### src/rtl/fir_mac_sequencer.sv
// Address/strobe sequencer for a time-multiplexed single-MAC FIR filter.
// Writes each accepted sample into a circular sample RAM, walks TAPS
// sample/coefficient address pairs, strobes the external MAC and returns
// one scaled output per input sample.
// Optional build macro: SATURATE_FIR_OUT_EN (clamp output instead of truncating).
module fir_mac_sequencer #(
  parameter int DATA_W  = 16,
  parameter int TAPS    = 16,
  parameter int AW      = 4,
  parameter int ACC_W   = 40,
  parameter int SHIFT   = 15,
  parameter int RD_LAT  = 1,
  parameter int MAC_LAT = 2
) (
  input  logic              clk,
  input  logic              rst,
  input  logic              in_valid,
  output logic              in_ready,
  input  logic [DATA_W-1:0] in_data,
  output logic              smp_wr_en,
  output logic [AW-1:0]     smp_wr_addr,
  output logic [DATA_W-1:0] smp_wr_data,
  output logic [AW-1:0]     smp_rd_addr,
  output logic [AW-1:0]     coef_addr,
  output logic              mac_clr,
  output logic              mac_en,
  input  logic [ACC_W-1:0]  mac_acc,
  output logic              out_valid,
  input  logic              out_ready,
  output logic [DATA_W-1:0] out_data,
  output logic              out_sat,
  output logic              busy
);

  localparam int DRAIN_LEN = RD_LAT + MAC_LAT;
  localparam logic [AW-1:0] LAST_ADDR = AW'(TAPS - 1);
  localparam logic signed [ACC_W-1:0] SAT_MAX = {{(ACC_W-DATA_W+1){1'b0}}, {(DATA_W-1){1'b1}}};
  localparam logic signed [ACC_W-1:0] SAT_MIN = {{(ACC_W-DATA_W+1){1'b1}}, {(DATA_W-1){1'b0}}};

  typedef enum logic [2:0] {S_INIT, S_IDLE, S_RUN, S_DRAIN, S_OUT} state_t;

  state_t              state, state_nx;
  logic [AW-1:0]       init_cnt;
  logic [AW-1:0]       wr_ptr;
  logic [2:0]          drain_cnt;
  logic [RD_LAT-1:0]   vld_sr;
  logic                accept;
  logic                run_v;
  logic                drain_last;
  logic signed [ACC_W-1:0] shifted;
  logic [DATA_W-1:0]   y_data;
  logic                y_sat;

  assign run_v      = (state == S_RUN);
  assign drain_last = (state == S_DRAIN) && (drain_cnt == 3'(DRAIN_LEN - 1));
  assign mac_en     = vld_sr[RD_LAT-1];
  assign shifted    = $signed(mac_acc) >>> SHIFT;

  // State register
  always_ff @(posedge clk or posedge rst) begin
    if (rst) state <= S_INIT;
    else     state <= state_nx;
  end

  // Next-state decode and state-derived strobes
  always_comb begin
    state_nx    = state;
    in_ready    = 1'b0;
    busy        = 1'b1;
    smp_wr_en   = 1'b0;
    smp_wr_addr = wr_ptr;
    smp_wr_data = '0;
    mac_clr     = 1'b0;
    out_valid   = 1'b0;
    accept      = 1'b0;
    unique case (state)
      S_INIT: begin
        smp_wr_en   = 1'b1;
        smp_wr_addr = init_cnt;
        if (init_cnt == LAST_ADDR) state_nx = S_IDLE;
      end
      S_IDLE: begin
        in_ready = 1'b1;
        busy     = 1'b0;
        if (in_valid) begin
          accept      = 1'b1;
          smp_wr_en   = 1'b1;
          smp_wr_data = in_data;
          mac_clr     = 1'b1;
          state_nx    = S_RUN;
        end
      end
      S_RUN:   if (coef_addr == LAST_ADDR) state_nx = S_DRAIN;
      S_DRAIN: if (drain_last) state_nx = S_OUT;
      S_OUT: begin
        out_valid = 1'b1;
        if (out_ready) state_nx = S_IDLE;
      end
      default: state_nx = S_INIT;
    endcase
    // The FSM sits in INIT while reset is held; keep the strobes quiet until release.
    if (rst) begin
      smp_wr_en = 1'b0;
      busy      = 1'b0;
    end
  end

  // Pointers, address walk, MAC enable pipeline and output capture
  always_ff @(posedge clk or posedge rst) begin
    if (rst) begin
      init_cnt    <= '0;
      wr_ptr      <= '0;
      coef_addr   <= '0;
      smp_rd_addr <= '0;
      drain_cnt   <= '0;
      vld_sr      <= '0;
      out_data    <= '0;
      out_sat     <= 1'b0;
    end else begin
      if (state == S_INIT) init_cnt <= (init_cnt == LAST_ADDR) ? '0 : init_cnt + AW'(1);
      if (accept) begin
        wr_ptr      <= (wr_ptr == LAST_ADDR) ? '0 : wr_ptr + AW'(1);
        coef_addr   <= '0;
        smp_rd_addr <= wr_ptr;
      end else if (run_v && (coef_addr != LAST_ADDR)) begin
        coef_addr   <= coef_addr + AW'(1);
        smp_rd_addr <= (smp_rd_addr == '0) ? LAST_ADDR : smp_rd_addr - AW'(1);
      end
      drain_cnt <= (state == S_DRAIN) ? drain_cnt + 3'd1 : 3'd0;
      vld_sr    <= RD_LAT'({vld_sr, run_v});
      if (drain_last) begin
        out_data <= y_data;
        out_sat  <= y_sat;
      end
    end
  end

`ifdef SATURATE_FIR_OUT_EN
  // Clamp the shifted accumulator into the signed output range
  always_comb begin
    y_data = shifted[DATA_W-1:0];
    y_sat  = 1'b0;
    if (shifted > SAT_MAX) begin
      y_data = SAT_MAX[DATA_W-1:0];
      y_sat  = 1'b1;
    end else if (shifted < SAT_MIN) begin
      y_data = SAT_MIN[DATA_W-1:0];
      y_sat  = 1'b1;
    end
  end
`else
  logic unused_hi;
  assign y_data    = shifted[DATA_W-1:0];
  assign y_sat     = 1'b0;
  assign unused_hi = ^{shifted[ACC_W-1:DATA_W], SAT_MAX, SAT_MIN};
`endif

endmodule
### config.mk
export PLATFORM = sky130hd
export DESIGN_NAME = fir_mac_sequencer
export DESIGN_NICKNAME = d
export VERILOG_FILES = /design/src/rtl/fir_mac_sequencer.sv
export SDC_FILE = /design/constraint.sdc
export NUM_CORES = 1
export LEC_CHECK = 0
export CORE_MARGIN = 2
export CORE_UTILIZATION = 38
export DETAILED_ROUTE_END_ITERATION = 10
export PLACE_DENSITY = 0.87
export SLEW_MARGIN = 40
export SYNTH_ARGS = -nofsm -noshare
export SYNTH_HDL_FRONTEND = slang
export SYNTH_SLANG_ARGS = --single-unit
### constraint.sdc
create_clock -name clk -period 2 [get_ports clk]
set_input_delay 0.4 -clock clk [delete_from_list [all_inputs] [get_ports clk]]
set_output_delay 0.4 -clock clk [all_outputs]
set_load 0.02 [all_outputs]
# [Word-level counts from Yosys, hierarchy flattened]
# Cells that the tools add are included.
[totals] inputBits=60 mem_bits_rw=0 elab_cells=58 latch_bits=0 output_inout_bits=51 mem_bits_ro=0 mem_count=0 reg_bits=39
[classes] eq_ne=14 n_lt_le_gt_ge=0 div_mod_pow=0 reduce_logical=6 shifts=0 muxes=25 n_bitwise=0 mul=0 add_sub_neg=5
[op_table] cell="$mux 16" count=2
[op_table] cell="$mux 4" count=8
[op_table] cell="$mux 3" count=6
[op_table] cell="$pmux 3 s5" count=1
[op_table] cell="$add 4x1->4 const B" count=3
[op_table] cell="$eq 4x4->1 const B" count=3
[op_table] cell="$eq 3x2->1 const B" count=3
[op_table] cell="$mux 1" count=7
[op_table] cell="$ne 2x2->1 const B" count=3
[op_table] cell="$reduce_and 5->1" count=1
[op_table] cell="$logic_not 4->1" count=1
[op_table] cell="$ne 2x1->1 const B" count=2
[op_table] cell="$ne 4x4->1 const B" count=1
[op_table] cell="$sub 4x1->4 const B" count=1
[op_table] cell="$add 3x1->3 const B" count=1
[op_table] cell="$eq 3x1->1 const B" count=1
[op_table] cell="$eq 3x3->1 const B" count=1
[op_table] cell="$logic_not 3->1" count=1
[op_table] cell="$logic_and 1x1->1" count=2
[op_table] cell="$pmux 1 s2" count=1
[op_table] cell="$reduce_bool 2->1" count=1

# [Depth between registers and ports, before layout]
# Gate-level depths: netlist (run 1).
[logic_depth] depth_word=4 depth_mapped=6 mapped_depth_nobuf=6

# [Least setup slack after synthesis (run 1)]
# OpenSTA, ideal clock, no wires.
[synth_path] path_type="flip-flop to output port" start="register state[1]" end="output port smp_wr_en" setup_slack_ns=-0.089 path_stages_with_launch=3 t_arrival_ns=1.689 path_buffers=1 required_time_ns=1.600 cell_sequence="dfrtp_1 buf_2 a2111oi_0"
[synth_via] elab_chain_cells=3 elab_cells_between_ends=4
[synth_lines] item="start, declared" line="42" rtl="state_t state, state_nx;"
[synth_lines] item="start signal, assigned" line="62" rtl="else state <= state_nx;"
[synth_lines] item="$eq 3x1->1 / $logic_not 3->1 (equally long branches)" line="76" rtl="unique case (state)"
[synth_lines] item="$pmux 1 s2 (*)" line="76"
[synth_lines] item="$mux 1 (*)" line="102" rtl="if (rst) begin"
[synth_lines] item="end, declared" line="20" rtl="output logic smp_wr_en,"
# Mark *: on every way between the ends. The rest lies on a longest branch, timed or not.

# [Worst setup path in the final report (run 1)]
[layout_path] start="register state[1]" end="output port smp_wr_addr[0]"
[layout_via] elab_chain_cells=2
[layout_lines] item="$logic_not 3->1" line="76"
[layout_lines] item="$mux 4" line="76"
[layout_lines] item="end, declared" line="21" rtl="output logic [AW-1:0] smp_wr_addr,"
# No other way between the ends.

==> results of run 1 <==
## state kept, by name, indices dropped and copies added (netlist names)
register	count
coef_addr	4
wr_ptr	4
out_data	16
mac_en	1
init_cnt	4
drain_cnt	3
smp_rd_addr	4
state	3
## area by class of cell
| cell class | count | share of cell area [%] |
|---|---|---|
| multi-input cells | 118 | 30.0 |
| repair buffers | 107 | 31.7 |
| clock buffers | 6 | 2.66 |
| well taps | 70 | 2.82 |
| inverters | 7 | 0.846 |
| flip-flops and latches | 39 | 31.4 |
| clock inverters | 2 | 0.524 |
## metal layers
layer | vias to the layer above | track usage [%] | wire (um)
li1 | 820 | - | -
met1 | 813 | 21.4 | 1900
met2 | 30 | 28.1 | 2390
met3 | 4 | 4.62 | 156
met4 | 0 | 5.27 | 48
met5 | - | 0 | 0
## cells in the mapped netlist
master     number  area, um^2
a2111oi_0       1        8.76
a21o_1          1        7.51
a21oi_1         7        35.0
a221o_1         4        40.0
a31oi_1         1        6.26
and2_1         16         100
and3_1          1        6.26
and4bb_2        1        12.5
buf_2           5        25.0
buf_4           1        7.51
buf_6           2        22.5
clkbuf_1        1        3.75
conb_1          1        3.75
dfrtp_1        39         976
ha_1            6        75.1
inv_1           7        26.3
mux2_2         23         259
nand2_1         8        30.0
nand2_2         1        6.26
nand3_1         7        35.0
nand3b_1        2        15.0
nand4_1         2        12.5
nor2_1          8        30.0
nor2b_1         1        6.26
nor2b_4         1        13.8
nor3_1          1        5.00
nor3b_1         2        15.0
nor3b_4         2        37.5
nor4_1          1        6.26
nor4b_1         2        17.5
o211ai_1        1        7.51
o21ai_0         7        35.0
o21bai_1        2        15.0
or2_2           1        6.26
or3b_2          1        8.76
xnor2_1         4        35.0
xor2_1          2        17.5
## power groups by stage
stage / clock, mW / sequential [mW] / combinational [mW]
detailed placement: 0 / 1.46 / 2.52
CTS: 0.586 / 1.45 / 2.50
global placement: 0 / 1.44 / 2.46
global route: 0.622 / 1.51 / 2.81
floorplan: 0 / 1.69 / 1.17
finish: 0.560 / 1.45 / 2.60
## cell families after synthesis
kind of cell,synth area share (%)
compound gates,7.87
fa+ha+maj,3.81
other cells,0.190
buf+inv,4.32
xor+xnor,2.67
flops,49.5
mux,13.1
simple gates,18.5
## layout by cell type (no fill, tap or decap), types with 2 or more instances in the layout
cell,synthesis,layout
dlygate4sd2_1,0,2
and2_1,16,16
nand3b_1,2,2
nor2_1,8,8
clkbuf_8,0,6
a21oi_1,7,7
nor3b_1,2,2
clkdlybuf4s50_1,0,59
ha_1,6,6
a221o_1,4,4
buf_4,1,29
mux2_2,23,22
o21bai_1,2,2
xor2_1,2,2
buf_2,5,7
nand4_1,2,2
inv_1,7,7
nand2_1,8,8
nand3_1,7,7
dfrtp_1,39,39
xnor2_1,4,4
nor3b_4,2,2
buf_12,0,2
o21ai_0,7,6
nor4b_1,2,2
buf_6,2,5
## through the flow
step / hold WS [ps] / instance area (um^2)
global route: 490 / 3110
floorplan: 432 / 1970
detailed placement: 452 / 2980
CTS: 463 / 3060
finish: 461 / 3110
global placement: 446 / 2980
## worst reg2reg max path: stages (launching register included)
cell      delay (ps)
dfrtp_1          400
and4bb_4         400
buf_4            140
buf_4            170
a21oi_1          100
o21bai_1         180
a221o_1          290
## repair_timing
item,in CTS,in global routing
pin swaps,0,2
endpoints found under the setup margin,25,20
setup buffers,5,1
gates resized for setup,103,17
gates cloned,0,0
## final timing paths
path / startpoint / endpoint
max reg2reg: state[2]$_DFFE_PP0P_ / smp_rd_addr[3]$_DFFE_PP0P_
max: state[1]$_DFFE_PP0P_ / smp_wr_addr[0]
min in group asynchronous: rst / drain_cnt[2]$_DFF_PP0_
min: drain_cnt[0]$_DFF_PP0_ / drain_cnt[0]$_DFF_PP0_
min reg2reg: drain_cnt[0]$_DFF_PP0_ / drain_cnt[0]$_DFF_PP0_
max in group asynchronous: rst / smp_rd_addr[1]$_DFFE_PP0P_
==> flow_summary.toml, run 1 <==
[routing]
drc = 0
vias_per_cell = 4.78
drt_first_pass_iters = 4
drt_iter0_drc = 74
wl_per_cell_um = 12.9
vias = 1667
totalWireLength_um = 4500
drt.antenna.violating_nets = 0

[finish]
antenna_cells = 0
seqCellArea_um2 = 976
final_cells = 349
nets = 344
final_core_util_pct = 61.6
area_growth_pct = 57.6
multi_input_area_um2 = 931
drive_gt1_share_pct = 30.8
fillers = 435

[setup_path]
critical_path_required_ps = 1600
ff2ff_path_depth = 6
path_buf_inv = 3
cp_cell_sequence = "nor3_2 -> buf_4 -> buf_6 -> mux2_4 -> buf_6"
crit_type = "reg -> out"
cp_common_cell = "buf_6"
end_kind = "output pin"
max_stage_delay_ps = 420
cp_data_arrival_time_ps = 1560
start_kind = "flip-flop"
crit_family = "flip-flops"
slowest_stage = "dfrtp_1"
path_depth = 5
worstPathMaxFanout = 5
reg2reg_slack_ps = 200

[pwr]
power_density_mw_per_mm2 = 1480
fin_total_pwr_mw = 4.61
seqPwrFrac_pct = 31.5
p_int_mw = 2.82
p_switching_mw = 1.79
peakVddDrop_v = 0.00116
power_frac_comb_pct = 56.3
clkPwrFrac_pct = 12.2
leakage_nw = 1.45
p_sw_share_pct = 38.8

[synthesis]
postSynthAreaPerCell_um2 = 11.4
synthesis.nets = 239
ys_seq_elements = 39
syn_area_mm2 = 0.00197
netlist_instances = 173
ys.warnings.count = 0
seq_area_frac_synth_pct = 49.5
ys_types = 37

[placed_design]
gp_congestion = 0.766
preCtsSetupSlack_ps = -527
place_inst = 335
post-dp-hpwl_um = 3360
port_buffers = 85

[clocking]
root_buffer = "clkbuf_8"
numCtsBuffers = 5
clkSinkCount = 39
clk_latency_ps = 290
clk_path_buf_depth = 2
cts_tree = "done"
clk_pin_slew_worst_paths_ps = 80
htreeDepth = 2
postCtsHoldBufs = 0

[floorplanning]
rows = 26
core_area_mm2 = 0.00504
dieArea_mm2 = 0.00578
fp.dieW_um = 76.0
fp.dieH_um = 76.0
start_util_pct = 39.1
io_pins = 111

[sta]
max_freq_mhz = 510
final_hold_viol_count = 0
drv_slew = 0
skew_ps = 6.57
min_period_ps = 1960
tns_ps = 0
setup_ws_ps = 40.2
finalSetupViolations = 0
rsz0062_at_grt = "true"
fin_crit_sh_pct = 98.0

[run]
drv_cap = 0

[global_routing]
grt_max_degree = 40
grt_pass1_wl_um = 7850
gr-total-overflow = 0
antenna_found_initial = 0
grt_pass1_vias = 1618
grt_usage_pct = 16.9

[min_path]
holdPathStages = 1
hp-class = "reg -> reg"

[outcome]
status = "finished clean"
Power figures use the tool's default switching activity.
==> inputs of run 2 (changes only) <==
CORE_UTILIZATION = 35   (was 38)
PLACE_DENSITY = 0.81   (was 0.87)
==> flow_summary.toml, run 2 (synthesis gave the netlist of run 1 again) <==
[sta]
fin_crit_sh_pct = 101
skew_ps = 4.76
finalSetupViolations = 3
min_period_ps = 2030
rsz0062_at_grt = "true"
whs_ps = 465
setup_ws_ps = -29.4
drv_slew = 0
max_freq_mhz = 493
final_hold_viol_count = 0

[routing]
drc = 0
vias = 1678
drt.antenna.violating_nets = 0
vias_per_cell = 4.74
wl_per_cell_um = 13.1
drt_first_pass_iters = 4
drt_iter0_drc = 85
totalWireLength_um = 4650

[pwr]
power_density_mw_per_mm2 = 1550
fin_total_pwr_mw = 4.93
leakage_nw = 1.49
peakVddDrop_v = 0.00113

[clocking]
cts_tree = "done"
clkSinkCount = 39
postCtsHoldBufs = 0
root_buffer = "clkbuf_8"
clk_latency_ps = 300
htreeDepth = 2
clk_path_buf_depth = 2
clk_pin_slew_worst_paths_ps = 80
numCtsBuffers = 5

[finish]
largest_register_ffs = 16
drive_gt1_share_pct = 32.3
area_growth_pct = 61.3
mostFrequentLayoutCell = "clkdlybuf4s50_1"
multi_input_area_um2 = 945
fillers = 489
seqCellArea_um2 = 977
antenna_cells = 0
final_cell_mix = "59 x clkdlybuf4s50_1, 38 x dfrtp_1, 29 x buf_4"
final_core_util_pct = 58.1
fin_area_mm2 = 0.00318
regMostFlops = "out_data"
nets = 347

[floorplanning]
fp.dieW_um = 79.0
core_area_mm2 = 0.00547
fp.dieH_um = 79.0
start_util_pct = 36.0
io_pins = 111
rows = 27
dieArea_mm2 = 0.00625

[global_routing]
antenna_found_initial = 0
grt_usage_pct = 15.3
grt_pass1_vias = 1590
grt_pass1_wl_um = 7470
grt_max_degree = 40
gr-total-overflow = 0

[placed_design]
gp_congestion = 0.722
placed_cell_area_mm2 = 0.00299
port_buffers = 85
post-dp-hpwl_um = 3360
preCtsSetupSlack_ps = -485

[setup_path]
path_depth = 5
start_kind = "flip-flop"
crit_end = "smp_wr_addr[0]"
crit_type = "reg -> out"
r2r_end = "smp_rd_addr[2]$_DFFE_PP0P_"
critical_path_required_ps = 1600
slowest_stage = "dfrtp_1"
worstPathMaxFanout = 4
ff2ff_path_depth = 6
max_stage_delay_ps = 430
end_kind = "output pin"
startpoint = "state[0]$_DFFE_PP0P_"
path_buf_inv = 3
cp_data_arrival_time_ps = 1630
cp_common_cell = "buf_4"
cp_cell_sequence = "nor3_2 -> buf_4 -> buf_4 -> mux2_4 -> buf_6"
timing.rr.start = "state[1]$_DFFE_PP0P_"
crit_family = "flip-flops"
reg2reg_slack_ps = 210

[min_path]
hp-class = "reg -> reg"

[outcome]
violations = "negative setup slack"
status = "complete, but fails checks"

[run]
drv_cap = 0
-- run 2: area by class of cell --
cell class,count,area share [%]
tap,72,2.83
sequential,39,30.7
clock buffer,5,2.16
timing repair buffer,110,31.6
multi-input combinational,118,29.7
inverter,7,0.826
clock inverter,3,2.13
-- run 2: what timing repair did --
action	CTS	global route
endpoints found under the hold margin	0	0
buffers inserted	6	3
pin swaps	0	1
endpoints found under the setup margin	25	23
resized for setup	96	27
-- run 2: power by group --
part | switching, mW | internal, mW
Combinational | 1.23 | 1.46
Clock | 0.291 | 0.498
Sequential | 0.313 | 1.14
Total | 1.83 | 3.10
-- run 2: how the worst min path moves through the flow --
stage                                       from  depth (start not counted)                endpoint
final                     drain_cnt[0]$_DFF_PP0_                          1  drain_cnt[0]$_DFF_PP0_
after global routing      drain_cnt[0]$_DFF_PP0_                          1  drain_cnt[0]$_DFF_PP0_
after CTS                 drain_cnt[0]$_DFF_PP0_                          1  drain_cnt[0]$_DFF_PP0_
after detailed placement  drain_cnt[0]$_DFF_PP0_                          1  drain_cnt[0]$_DFF_PP0_
after global placement    drain_cnt[0]$_DFF_PP0_                          1  drain_cnt[0]$_DFF_PP0_
after floorplan           drain_cnt[0]$_DFF_PP0_                          1  drain_cnt[0]$_DFF_PP0_
-- run 2: metrics by stage --
step | TNS (ps) | std cells
after floorplan | 0 | 173
after global placement | -9260 | 337
after detailed placement | -9800 | 337
after CTS | -245 | 351
after global routing | -393 | 354
final | -69.1 | 354
-- run 2: layer usage --
metal | up-vias | part of all wire [%] | global-route usage, %
met4 | 0 | 1.1 | 5.17
met5 | - | 0 | 0
li1 | 816 | - | -
met1 | 822 | 43 | 19.3
met2 | 35 | 51 | 25.3
met3 | 5 | 4.6 | 4.20
==> inputs of run 3 (changes only) <==
CAP_MARGIN = 20   (was default)
==> results of run 3 <==
Final layout, timing and power as in run 2 (identical DEF).
